File: src/rtl/io_pkg.sv
// Shared types and defaults for the CPU input-port controller.
package io_pkg;

  localparam int IO_DATA_W     = 8;
  localparam int IO_FIFO_DEPTH = 4;

  typedef enum logic [1:0] {
    IDLE    = 2'd0,
    PULSE   = 2'd1,
    SERVICE = 2'd2
  } intr_state_t;

endpackage

File: src/rtl/byte_fifo.sv
// Small byte FIFO: register array with asynchronous read. Pointers wrap naturally
// (power-of-two depth); full and empty are told apart by the count alone.
module byte_fifo #(
  parameter  int DATA_W = 8,
  parameter  int DEPTH  = 4,
  localparam int AW     = $clog2(DEPTH),
  localparam int CW     = AW + 1
) (
  input  logic              clk,
  input  logic              rst,
  input  logic              push,
  input  logic              pop,
  input  logic [DATA_W-1:0] din,
  output logic [DATA_W-1:0] dout,
  output logic [CW-1:0]     count,
  output logic              full,
  output logic              empty
);

  logic [DATA_W-1:0] mem_q [DEPTH];
  logic [AW-1:0]     wr_ptr_q, wr_ptr_d;
  logic [AW-1:0]     rd_ptr_q, rd_ptr_d;
  logic [CW-1:0]     count_q, count_d;
  logic              push_ok, pop_ok;

  assign full    = (count_q == CW'(DEPTH));
  assign empty   = (count_q == '0);
  assign push_ok = push && !full;
  assign pop_ok  = pop && !empty;
  assign dout    = mem_q[rd_ptr_q];
  assign count   = count_q;

  always_comb begin
    wr_ptr_d = wr_ptr_q;
    rd_ptr_d = rd_ptr_q;
    count_d  = count_q;
    if (push_ok) wr_ptr_d = wr_ptr_q + AW'(1);
    if (pop_ok)  rd_ptr_d = rd_ptr_q + AW'(1);
    case ({push_ok, pop_ok})
      2'b10:   count_d = count_q + CW'(1);
      2'b01:   count_d = count_q - CW'(1);
      default: count_d = count_q;
    endcase
  end

  always_ff @(posedge clk) begin
    if (rst) begin
      wr_ptr_q <= '0;
      rd_ptr_q <= '0;
      count_q  <= '0;
    end else begin
      wr_ptr_q <= wr_ptr_d;
      rd_ptr_q <= rd_ptr_d;
      count_q  <= count_d;
    end
  end

  // Storage is not reset; stale entries are unreachable once count is cleared.
  always_ff @(posedge clk) begin
    if (push_ok && !rst) mem_q[wr_ptr_q] <= din;
  end

endmodule

File: src/rtl/io_in_port.sv
// CPU input port: buffers producer bytes, presents the head on INPUT, pops on IN
// strobes and raises one fixed-length interrupt pulse per burst of arriving data.
module io_in_port
  import io_pkg::*;
#(
  parameter  int DATA_W   = IO_DATA_W,
  parameter  int DEPTH    = IO_FIFO_DEPTH,
  parameter  int INTR_LEN = 2,
  localparam int CW       = $clog2(DEPTH) + 1
) (
  input  logic              CLK,
  input  logic              RST,
  input  logic              ext_valid,
  input  logic [DATA_W-1:0] ext_data,
  output logic              ext_ready,
  input  logic              in_rd,
  output logic [DATA_W-1:0] INPUT,
  output logic              INTR_out,
  output logic [CW-1:0]     count,
  output logic              underflow
);

  localparam int PW = (INTR_LEN > 1) ? $clog2(INTR_LEN) : 1;

  logic              fifo_full, fifo_empty;
  logic [DATA_W-1:0] fifo_dout;
  logic [CW-1:0]     fifo_count;
  logic              push, pop;

  intr_state_t       state_q, state_d;
  logic [PW-1:0]     pcnt_q, pcnt_d;
  logic              underflow_q, underflow_d;

  assign ext_ready = !fifo_full;
  assign push      = ext_valid && !fifo_full;
  assign pop       = in_rd && !fifo_empty;

  byte_fifo #(
    .DATA_W (DATA_W),
    .DEPTH  (DEPTH)
  ) u_fifo (
    .clk   (CLK),
    .rst   (RST),
    .push  (push),
    .pop   (pop),
    .din   (ext_data),
    .dout  (fifo_dout),
    .count (fifo_count),
    .full  (fifo_full),
    .empty (fifo_empty)
  );

  assign INPUT     = fifo_empty ? '0 : fifo_dout;
  assign count     = fifo_count;
  assign underflow = underflow_q;
  assign INTR_out  = (state_q == PULSE);

  always_comb begin
    underflow_d = underflow_q | (in_rd && fifo_empty);
    state_d     = state_q;
    pcnt_d      = pcnt_q;
    case (state_q)
      IDLE: begin
        if (!fifo_empty) begin
          state_d = PULSE;
          pcnt_d  = PW'(INTR_LEN - 1);
        end
      end
      PULSE: begin
        // The pulse always runs its full length, even if the FIFO drains.
        if (pcnt_q == '0) state_d = SERVICE;
        else              pcnt_d  = pcnt_q - PW'(1);
      end
      SERVICE: begin
        if (fifo_empty) state_d = IDLE;
      end
      default: state_d = IDLE;
    endcase
  end

  always_ff @(posedge CLK) begin
    if (RST) begin
      state_q     <= IDLE;
      pcnt_q      <= '0;
      underflow_q <= 1'b0;
    end else begin
      state_q     <= state_d;
      pcnt_q      <= pcnt_d;
      underflow_q <= underflow_d;
    end
  end

endmodule

File: config.mk
export PLATFORM = sky130hd
export DESIGN_NAME = io_in_port
export DESIGN_NICKNAME = d
export VERILOG_FILES = /design/src/rtl/io_pkg.sv /design/src/rtl/byte_fifo.sv /design/src/rtl/io_in_port.sv
export SDC_FILE = /design/constraint.sdc
export NUM_CORES = 1
export LEC_CHECK = 0
export ABC_AREA = 1
export BUFFER_PORTS_ARGS = -buffer_cell sky130_fd_sc_hd__buf_4
export CORE_MARGIN = 3
export CORE_UTILIZATION = 33
export DETAILED_ROUTE_END_ITERATION = 10
export GPL_TIMING_DRIVEN = 0
export PLACE_DENSITY = 0.63
export SYNTH_ARGS = -nofsm -noshare
export SYNTH_HDL_FRONTEND = slang
export SYNTH_SLANG_ARGS = --single-unit
export TNS_END_PERCENT = 100
File: constraint.sdc
create_clock -name CLK -period 4.65 [get_ports CLK]
set_input_delay 0.6975 -clock CLK [delete_from_list [all_inputs] [get_ports CLK]]
set_output_delay 0.6975 -clock CLK [all_outputs]
set_load 0.01 [all_outputs]
==> metrics.txt, run 1 <==
# TYPE chip_impl_metric gauge
chip_impl_metric{name="first_global_vias",unit=""} 1263
chip_impl_metric{name="core_area",unit="sq um"} 5574
chip_impl_info{name="hold_class",value="register to register"} 1
chip_impl_info{name="critical_path_cell_list",value="buf_4 -> inv_1 -> nor2_1 -> o21ai_1 -> a21oi_1 -> buf_4"} 1
chip_impl_metric{name="clock_tree_skew_after_final_layout",unit="ns"} 0.006870
chip_impl_metric{name="power_density",unit="nW/um^2"} 547.4
chip_impl_metric{name="boundaryPins",unit=""} 26
chip_impl_metric{name="critical-path-max-stage-delay",unit="ns"} 0.33
chip_impl_metric{name="routed-via-count",unit=""} 1303
chip_impl_metric{name="effective_utilization_at_floorplan",unit="%"} 34.43
chip_impl_metric{name="grt_antenna_before_repair",unit=""} 0
chip_impl_metric{name="post_drt_via_cell_ratio",unit=""} 4.462
chip_impl_metric{name="relSlewSlack",unit="%"} 48.54
chip_impl_metric{name="grt_max_degree",unit=""} 14
chip_impl_metric{name="worst-path-stages",unit=""} 6
chip_impl_metric{name="clkSinkCount",unit=""} 45
chip_impl_metric{name="regToRegSetupSlack",unit="ns"} 2.74
chip_impl_info{name="hold_path.startpoint",value="underflow"} 1
chip_impl_metric{name="die_h",unit="um"} 82.27
chip_impl_info{name="timing.critical_path.to_type",value="primary output"} 1
chip_impl_metric{name="globalplace.congestion",unit=""} 0.7215
chip_impl_metric{name="nNetsFinal",unit=""} 237
chip_impl_metric{name="cap_violations",unit=""} 0
chip_impl_metric{name="design.die.area",unit="sq um"} 6768
chip_impl_metric{name="timing.reg2reg.worst_path_depth",unit=""} 13
chip_impl_info{name="post_synth_main_area_contributors",value="edfxtp_1 50%, dfxtp_1 14%, nor2_1 8.8%"} 1
chip_impl_metric{name="max_clock_freq",unit="MHz"} 457.8
chip_impl_metric{name="synth.cell_area",unit="sq um"} 1919
chip_impl_metric{name="p_total",unit="uW"} 1261
chip_impl_info{name="slowest_stage",value="dfxtp_1"} 1
chip_impl_info{name="tritoncts",value="done"} 1
chip_impl_metric{name="critical_path.n_buffers_inverters",unit=""} 3
chip_impl_metric{name="number_of_distinct_standard_cells_referenced_by_the_synthesized_netlist",unit=""} 21
chip_impl_metric{name="clock_tree.htree_level_count",unit=""} 2
chip_impl_metric{name="drt-wirelength-per-cell",unit="um"} 12.34
chip_impl_metric{name="clock_latency_reported_for_the_late_side_of_the_worst_skew_pair",unit="ns"} 0.29
chip_impl_info{name="worstReg2RegStart",value="u_fifo.count[0]"} 1
chip_impl_metric{name="tightest_slew",unit="ns"} 0.7691
chip_impl_metric{name="wire_length_of_the_first_global_routing_pass",unit="um"} 5830
chip_impl_metric{name="port_buffers",unit=""} 25
chip_impl_metric{name="async_flop_share",unit="%"} 0
chip_impl_metric{name="wirelength",unit="um"} 3602
chip_impl_metric{name="slew_violations",unit=""} 0
chip_impl_metric{name="fillCellCount",unit=""} 554
chip_impl_metric{name="synth.avg_cell_area",unit="sq um"} 10.26
chip_impl_info{name="setup.worst_path.start_class",value="register"} 1
chip_impl_metric{name="synth_warnings",unit=""} 0
chip_impl_metric{name="critical_path_arrival",unit="ns"} 1.49
chip_impl_metric{name="cellLeakagePower",unit="uW"} 0.0009170
chip_impl_info{name="cpLargestDelayFamily",value="buffers and inverters"} 1
chip_impl_metric{name="detail_route.iter0.violations",unit=""} 104
chip_impl_metric{name="total_clock_buffers_created_by_cts",unit=""} 5
chip_impl_metric{name="synth_to_final_area_change",unit="%"} 20.01
chip_impl_metric{name="place_hpwl",unit="um"} 2441
chip_impl_metric{name="drt_pre_antenna_iters",unit=""} 4
chip_impl_metric{name="die_width",unit="um"} 82.27
chip_impl_metric{name="finalHoldWorstSlack",unit="ns"} 0.4551
chip_impl_metric{name="synthesis.nets",unit=""} 205
chip_impl_metric{name="layout-drive-gt1-share",unit="%"} 19.09
chip_impl_metric{name="setup_total_negative_slack",unit="ns"} 0
chip_impl_metric{name="combined_global_route_utilization_of_all_metal_layers",unit="%"} 11.98
chip_impl_metric{name="postRouteAntennaNets",unit=""} 0
chip_impl_info{name="run_status",value="completed"} 1
chip_impl_info{name="category_of_the_most_critical_setup_path",value="register to primary output"} 1
chip_impl_metric{name="globalRoute.totalOverflow",unit=""} 0
chip_impl_metric{name="fp-row-count",unit=""} 27
chip_impl_info{name="hold_end",value="underflow"} 1
chip_impl_metric{name="cts.clk_slew.worst_paths",unit="ns"} 0.07
chip_impl_metric{name="drc",unit=""} 0
chip_impl_metric{name="synthesis.instances",unit=""} 187
chip_impl_metric{name="antenna_diode_instance_count",unit=""} 0
chip_impl_info{name="dominantRegCellSynth",value="edfxtp_1"} 1
chip_impl_info{name="clock-root-buffer",value="clkbuf_8"} 1
chip_impl_metric{name="report.final.hold_viol_count",unit=""} 0
chip_impl_metric{name="worstPathMaxFanout",unit=""} 9
chip_impl_metric{name="period_minus_slack",unit="ns"} 2.184
chip_impl_metric{name="critical_path_required",unit="ns"} 3.95
chip_impl_metric{name="yosysTopAreaCellShare",unit="%"} 50.07
chip_impl_metric{name="resized_cells_post_cts",unit=""} 0
chip_impl_metric{name="post-cts-setup-buffers",unit=""} 0
chip_impl_info{name="rsz0062_at_grt",value="no"} 1
chip_impl_metric{name="number_of_synthesized_flops_with_an_enable_pin",unit=""} 32
chip_impl_info{name="timing.critical_path.mode_cell",value="buf_4"} 1
chip_impl_metric{name="min_period_over_period",unit="%"} 46.98
chip_impl_info{name="worstReg2RegEnd",value="u_fifo.count[2]"} 1
chip_impl_metric{name="peakVddDrop",unit="uV"} 367.2
chip_impl_metric{name="ys_seq_elements",unit=""} 45
chip_impl_metric{name="cts.path.max_buffers",unit=""} 2
chip_impl_metric{name="timing.final.setup_violations",unit=""} 0
chip_impl_metric{name="synth_sequential_area_ratio",unit="%"} 63.62
chip_impl_metric{name="whs_path_depth",unit=""} 2
chip_impl_metric{name="post_cts_hold_buffer_count",unit=""} 0
chip_impl_info{name="synthDominantAreaCellType",value="edfxtp_1"} 1
-- metrics by stage --
step | cell area [sq um] | utilization, % | setup WS [ns] | std cells
after floorplan | 1919 | - | 2.767 | 187
after global placement | 2197 | 39.42 | 2.498 | 284
after detailed placement | 2197 | 39.42 | 2.484 | 284
after CTS | 2303 | 41.32 | 2.431 | 292
after global routing | 2303 | 41.32 | 2.316 | 292
final | 2303 | 41.32 | 2.466 | 292
-- synthesized netlist by cell type (2+ instances only) --
cell and instances:
dfxtp_1 13, buf_4 2, a21oi_1 15, nand2_1 17, nand3_1 6, o21ai_0 9, o21ai_1 10, inv_1 22
ha_1 5, buf_6 2, nor2_1 45, edfxtp_1 32
-- how the worst max path moves through the flow --
| stage | startpoint | end | slack, ns |
|---|---|---|---|
| 2_1_floorplan | ext_valid | u_fifo.count[2] | 2.77 |
| 3_3_place_gp | RST | u_fifo.mem_q[3][3] | 2.50 |
| 3_5_place_dp | RST | u_fifo.mem_q[3][3] | 2.48 |
| 4_1_cts | register | INPUT[1] | 2.43 |
| 5_1_grt | register | INPUT[0] | 2.32 |
| 6_report | register | INPUT[1] | 2.47 |
-- cell usage in the layout, fill, tap and decap left out, types with 2 or more instances in the layout --
master / n
o21ai_0: 9
buf_4: 27
dfxtp_1: 13
o21ai_1: 10
nor2_1: 45
edfxtp_1: 32
clkbuf_8: 5
nand2_1: 17
nand3_1: 6
a21oi_1: 15
ha_1: 5
inv_1: 22
buf_6: 2
-- worst min-delay path, stage by stage, from the launching register on --
cell and delay, ns:
dfxtp_1 0.31, inv_1 0.05, a21oi_1 0.05
-- power by group --
part	leakage (uW)	switching (uW)	internal (uW)
registers	0.000398	34.8	480
clock network	0.0000528	124	159
logic	0.000466	275	189
total	0.000917	433	828
-- area by class of cell --
cell class	instances	area, sq um	share of cell area (%)
Multi-Input combinational cell	114	569.3	24.71
Timing Repair Buffer	25	187.7	8.148
Inverter	24	91.34	3.965
Clock buffer	6	72.57	3.150
Buffer	4	37.54	1.630
Sequential cell	45	1221	53.01
Clock inverter	2	33.78	1.467
Tap cell	72	90.09	3.911
-- state kept, by name, indices dropped and copies added (netlist names), named ones only --
signal,flops
underflow,1
u_fifo.mem_q,32
u_fifo.rd_ptr_q,2
u_fifo.wr_ptr_q,2
pcnt_q,1
state_q,2
u_fifo.count,3
-- per-layer routing --
metal / track usage (%) / vias up / wire length (um)
met2: 20.19 / 34 / 1672
met5: 0 / - / 0
li1: - / 676 / -
met3: 4.230 / 4 / 247
met4: 4.153 / 0 / 40
met1: 14.08 / 589 / 1642
-- cell families (layout without fill, tap and decap cells) --
logic type / Yosys count / after routing / share of synthesized area, %
AO/OA/AOI/OAI: 35 / 35 / 9.452
adder cells (fa/ha/maj): 6 / 6 / 4.303
buffers and inverters: 28 / 61 / 6.714
flip-flops: 45 / 45 / 63.62
AND/OR/NAND/NOR: 73 / 73 / 15.91
Note: power is estimated with default switching activity, not from simulation.
==> run 2, diff against run 1 <==
--- a/config.mk
+++ b/config.mk
@@ -5,7 +5,7 @@
 export SDC_FILE = /design/constraint.sdc
 export NUM_CORES = 1
 export LEC_CHECK = 0
-export ABC_AREA = 1
+export ABC_AREA = 0
 export BUFFER_PORTS_ARGS = -buffer_cell sky130_fd_sc_hd__buf_4
 export CORE_MARGIN = 3
 export CORE_UTILIZATION = 33
==> constraint.sdc (replaced) <==
create_clock -name CLK -period 2.18 [get_ports CLK]
set_input_delay 0.327 -clock CLK [delete_from_list [all_inputs] [get_ports CLK]]
set_output_delay 0.327 -clock CLK [all_outputs]
set_load 0.01 [all_outputs]
==> run 2 against run 1 <==
  * Register-to-register slack got worse by 2.7 ns
  * Sequential power increased by 110%
  * Clock power increased by 74%
  * Cell count decreased by 22%
  * Via count decreased by 16%
  * Highest routed layer unchanged
==> metrics.txt, run 2 <==
# TYPE chip_impl_metric gauge
chip_impl_metric{name="core_area",unit="sq um"} 5238
chip_impl_metric{name="post_cts_hold_buffer_count",unit=""} 0
chip_impl_info{name="run_status",value="completed"} 1
chip_impl_metric{name="timing.final.setup_violations",unit=""} 0
chip_impl_metric{name="max_clock_freq",unit="MHz"} 462.2
chip_impl_metric{name="slew_violations",unit=""} 0
chip_impl_metric{name="clock_tree_skew_after_final_layout",unit="ns"} 0.003053
chip_impl_info{name="post_synth_main_area_contributors",value="edfxtp_1 52%, dfxtp_1 14%, mux4_2 9.8%"} 1
chip_impl_metric{name="synth_warnings",unit=""} 0
chip_impl_metric{name="boundaryPins",unit=""} 26
chip_impl_info{name="slowest_stage",value="or3b_4"} 1
chip_impl_metric{name="die_h",unit="um"} 80.73
chip_impl_info{name="reg_with_most_ffs",value="u_fifo.mem_q"} 1
chip_impl_metric{name="detail_route.iter0.violations",unit=""} 58
chip_impl_metric{name="worstPathMaxFanout",unit=""} 5
chip_impl_metric{name="multiInputGateArea",unit="sq um"} 629.4
chip_impl_metric{name="report.final.hold_viol_count",unit=""} 0
chip_impl_info{name="synthDominantAreaCellType",value="edfxtp_1"} 1
chip_impl_metric{name="routed-via-count",unit=""} 1092
chip_impl_metric{name="die_width",unit="um"} 80.73
chip_impl_metric{name="final_instance_count_without_filler_cells",unit=""} 229
chip_impl_metric{name="effective_utilization_at_floorplan",unit="%"} 35.19
chip_impl_metric{name="cts.path.max_buffers",unit=""} 2
chip_impl_metric{name="design.die.area",unit="sq um"} 6517
chip_impl_metric{name="nNetsFinal",unit=""} 176
chip_impl_metric{name="place_hpwl",unit="um"} 2296
chip_impl_info{name="layout.cells.most_common_list",value="32 x edfxtp_1, 30 x buf_4, 10 x nor2_1, 10 x dfxtp_1, 9 x nor2b_1"} 1
chip_impl_info{name="cp-startpoint",value="u_fifo.count[0]"} 1
chip_impl_metric{name="async_flop_share",unit="%"} 0
chip_impl_metric{name="power_density",unit="nW/um^2"} 1129
chip_impl_metric{name="critical-path-max-stage-delay",unit="ns"} 0.37
chip_impl_info{name="clock-root-buffer",value="clkbuf_8"} 1
chip_impl_info{name="worstReg2RegStart",value="u_fifo.count[0]"} 1
chip_impl_info{name="rsz0062_at_grt",value="yes"} 1
chip_impl_info{name="hold_path.startpoint",value="ext_data[7]"} 1
chip_impl_metric{name="clkSinkCount",unit=""} 45
chip_impl_info{name="cpLargestDelayFamily",value="simple AND/OR/NAND/NOR gates"} 1
chip_impl_metric{name="setup_total_negative_slack",unit="ns"} 0
chip_impl_info{name="synthMostInstantiatedCell",value="edfxtp_1"} 1
chip_impl_metric{name="wire_length_of_the_first_global_routing_pass",unit="um"} 5671
chip_impl_metric{name="critical_path_arrival",unit="ns"} 2.39
chip_impl_metric{name="cts.clk_slew.worst_paths",unit="ns"} 0.08
chip_impl_metric{name="relSlewSlack",unit="%"} 48.23
chip_impl_metric{name="post_drt_via_cell_ratio",unit=""} 4.769
chip_impl_metric{name="largest_reg_flops",unit=""} 32
chip_impl_metric{name="grt_antenna_before_repair",unit=""} 0
chip_impl_metric{name="fin_area",unit="sq um"} 2311
chip_impl_metric{name="clock_tree.htree_level_count",unit=""} 2
chip_impl_metric{name="period_minus_slack",unit="ns"} 2.164
chip_impl_metric{name="number_of_synthesized_flops_with_an_enable_pin",unit=""} 32
chip_impl_metric{name="cap_violations",unit=""} 0
chip_impl_info{name="tritoncts",value="done"} 1
chip_impl_metric{name="dpl_cell_area",unit="sq um"} 2138
chip_impl_metric{name="seqCellArea",unit="sq um"} 1232
chip_impl_info{name="hold_class",value="primary input to register"} 1
chip_impl_metric{name="synthesis.nets",unit=""} 139
chip_impl_metric{name="combined_global_route_utilization_of_all_metal_layers",unit="%"} 11.79
chip_impl_metric{name="tightest_slew",unit="ns"} 0.7731
chip_impl_metric{name="ys_seq_elements",unit=""} 45
chip_impl_metric{name="cellLeakagePower",unit="uW"} 0.0008257
chip_impl_metric{name="postRouteAntennaNets",unit=""} 0
chip_impl_metric{name="yosysTopAreaCellShare",unit="%"} 52.14
chip_impl_metric{name="critical_path_required",unit="ns"} 2.40
chip_impl_metric{name="drc",unit=""} 0
chip_impl_metric{name="layout-drive-gt1-share",unit="%"} 40.88
chip_impl_metric{name="critical_path.n_buffers_inverters",unit=""} 2
chip_impl_metric{name="globalRoute.totalOverflow",unit=""} 0
chip_impl_info{name="setup.worst_path.start_class",value="register"} 1
chip_impl_info{name="dominantRegCellSynth",value="edfxtp_1"} 1
chip_impl_metric{name="wirelength",unit="um"} 3389
chip_impl_metric{name="synth.cell_area",unit="sq um"} 1843
chip_impl_metric{name="number_of_distinct_standard_cells_referenced_by_the_synthesized_netlist",unit=""} 27
chip_impl_info{name="mostFrequentLayoutCell",value="edfxtp_1"} 1
chip_impl_metric{name="synth.avg_cell_area",unit="sq um"} 15.23
chip_impl_metric{name="clock_latency_reported_for_the_late_side_of_the_worst_skew_pair",unit="ns"} 0.29
chip_impl_metric{name="synth_to_final_area_change",unit="%"} 25.39
chip_impl_metric{name="fp-row-count",unit=""} 26
chip_impl_metric{name="final_core_util",unit="%"} 44.12
chip_impl_metric{name="dpl.cell_count",unit=""} 215
chip_impl_metric{name="total_clock_buffers_created_by_cts",unit=""} 5
chip_impl_metric{name="first_global_vias",unit=""} 1179
chip_impl_info{name="timing.critical_path.to_type",value="register"} 1
chip_impl_metric{name="fillCellCount",unit=""} 472
chip_impl_info{name="critical_path_cell_list",value="or3b_4 -> and2_4 -> clkinv_4 -> ha_4 -> inv_2 -> fa_2 -> xor2_2 -> or3_4 -> a21oi_2"} 1
chip_impl_metric{name="drt-wirelength-per-cell",unit="um"} 14.80
chip_impl_metric{name="globalplace.congestion",unit=""} 0.6987
chip_impl_metric{name="peakVddDrop",unit="uV"} 568.7
chip_impl_metric{name="drt_pre_antenna_iters",unit=""} 4
chip_impl_info{name="category_of_the_most_critical_setup_path",value="register to register"} 1
chip_impl_metric{name="min_period_over_period",unit="%"} 99.25
chip_impl_metric{name="port_buffers",unit=""} 24
chip_impl_metric{name="synthesis.instances",unit=""} 121
chip_impl_info{name="synthTopCellsByCount",value="32 x edfxtp_1, 13 x dfxtp_1, 10 x nor2_1, 9 x nor2b_1, 8 x mux4_2"} 1
chip_impl_metric{name="grt_max_degree",unit=""} 14
chip_impl_metric{name="antenna_diode_instance_count",unit=""} 0
chip_impl_metric{name="synth_sequential_area_ratio",unit="%"} 66.26
run 2: changes by cell type after synthesis, moves of 9 or more:
cell	change
a21oi_1	-10
inv_1	-15
nand2_1	-15
nor2_1	-35
nor2b_1	+9
o21ai_1	-10
run 2: kinds of logic after synthesis:
group | Yosys count | share of synthesized area (%)
AO/OA/AOI/OAI | 10 | 3.123
adder cells (fa/ha/maj) | 6 | 4.481
XOR/XNOR | 3 | 1.426
multiplexers | 10 | 11.13
flip-flops | 45 | 66.26
buffers and inverters | 12 | 2.579
AND/OR/NAND/NOR | 35 | 11.00
run 2: final timing paths:
kind         slack, ns  cells past startpoint                 end
max reg2reg       0.02                      9     u_fifo.count[2]
min reg2reg       0.48                      1          state_q[0]
min               0.23                      1  u_fifo.mem_q[0][7]
max               0.02                      9     u_fifo.count[2]
run 2: cell type report:
class | count | share of cell area (%)
buffer | 5 | 0.9204
clock buffer | 7 | 3.303
clock inverter | 1 | 0.3249
inverter | 7 | 1.354
multi-input combinational | 64 | 27.23
sequential | 45 | 53.33
tap | 70 | 3.790
timing repair buffer | 30 | 9.746
run 2: repair_timing:
action | CTS | global route
setup endpoints to repair | 33 | 9
setup buffers | 4 | 2
pin swaps | 0 | 5
gates resized for setup | 6 | 5
run 2: where the power goes:
| group | internal, uW | switching (uW) | leakage, uW |
|---|---|---|---|
| sequential | 1040 | 58.1 | 0.000399 |
| clock | 227 | 265 | 0.0000385 |
| combinational | 526 | 495 | 0.000388 |
run 2: routing by layer:
layer | vias to the layer above | wire (um) | GRT usage [%]
met5 | - | 0 | 0
met4 | 0 | 55 | 4.730
met3 | 7 | 196 | 3.880
met1 | 546 | 1430 | 14.06
li1 | 510 | - | -
met2 | 29 | 1707 | 19.70
run 2: per-stage QoR:
stage	total power (uW)	worst slack (ns)	hold WS [ns]
6_report	2608	0.01641	0.2339
5_1_grt	2795	-0.05083	0.2168
4_1_cts	2601	0.008763	0.2236
3_5_place_dp	2064	-0.2936	0.4681
3_3_place_gp	2026	-0.1905	0.4448
2_1_floorplan	1715	0.01493	0.4259
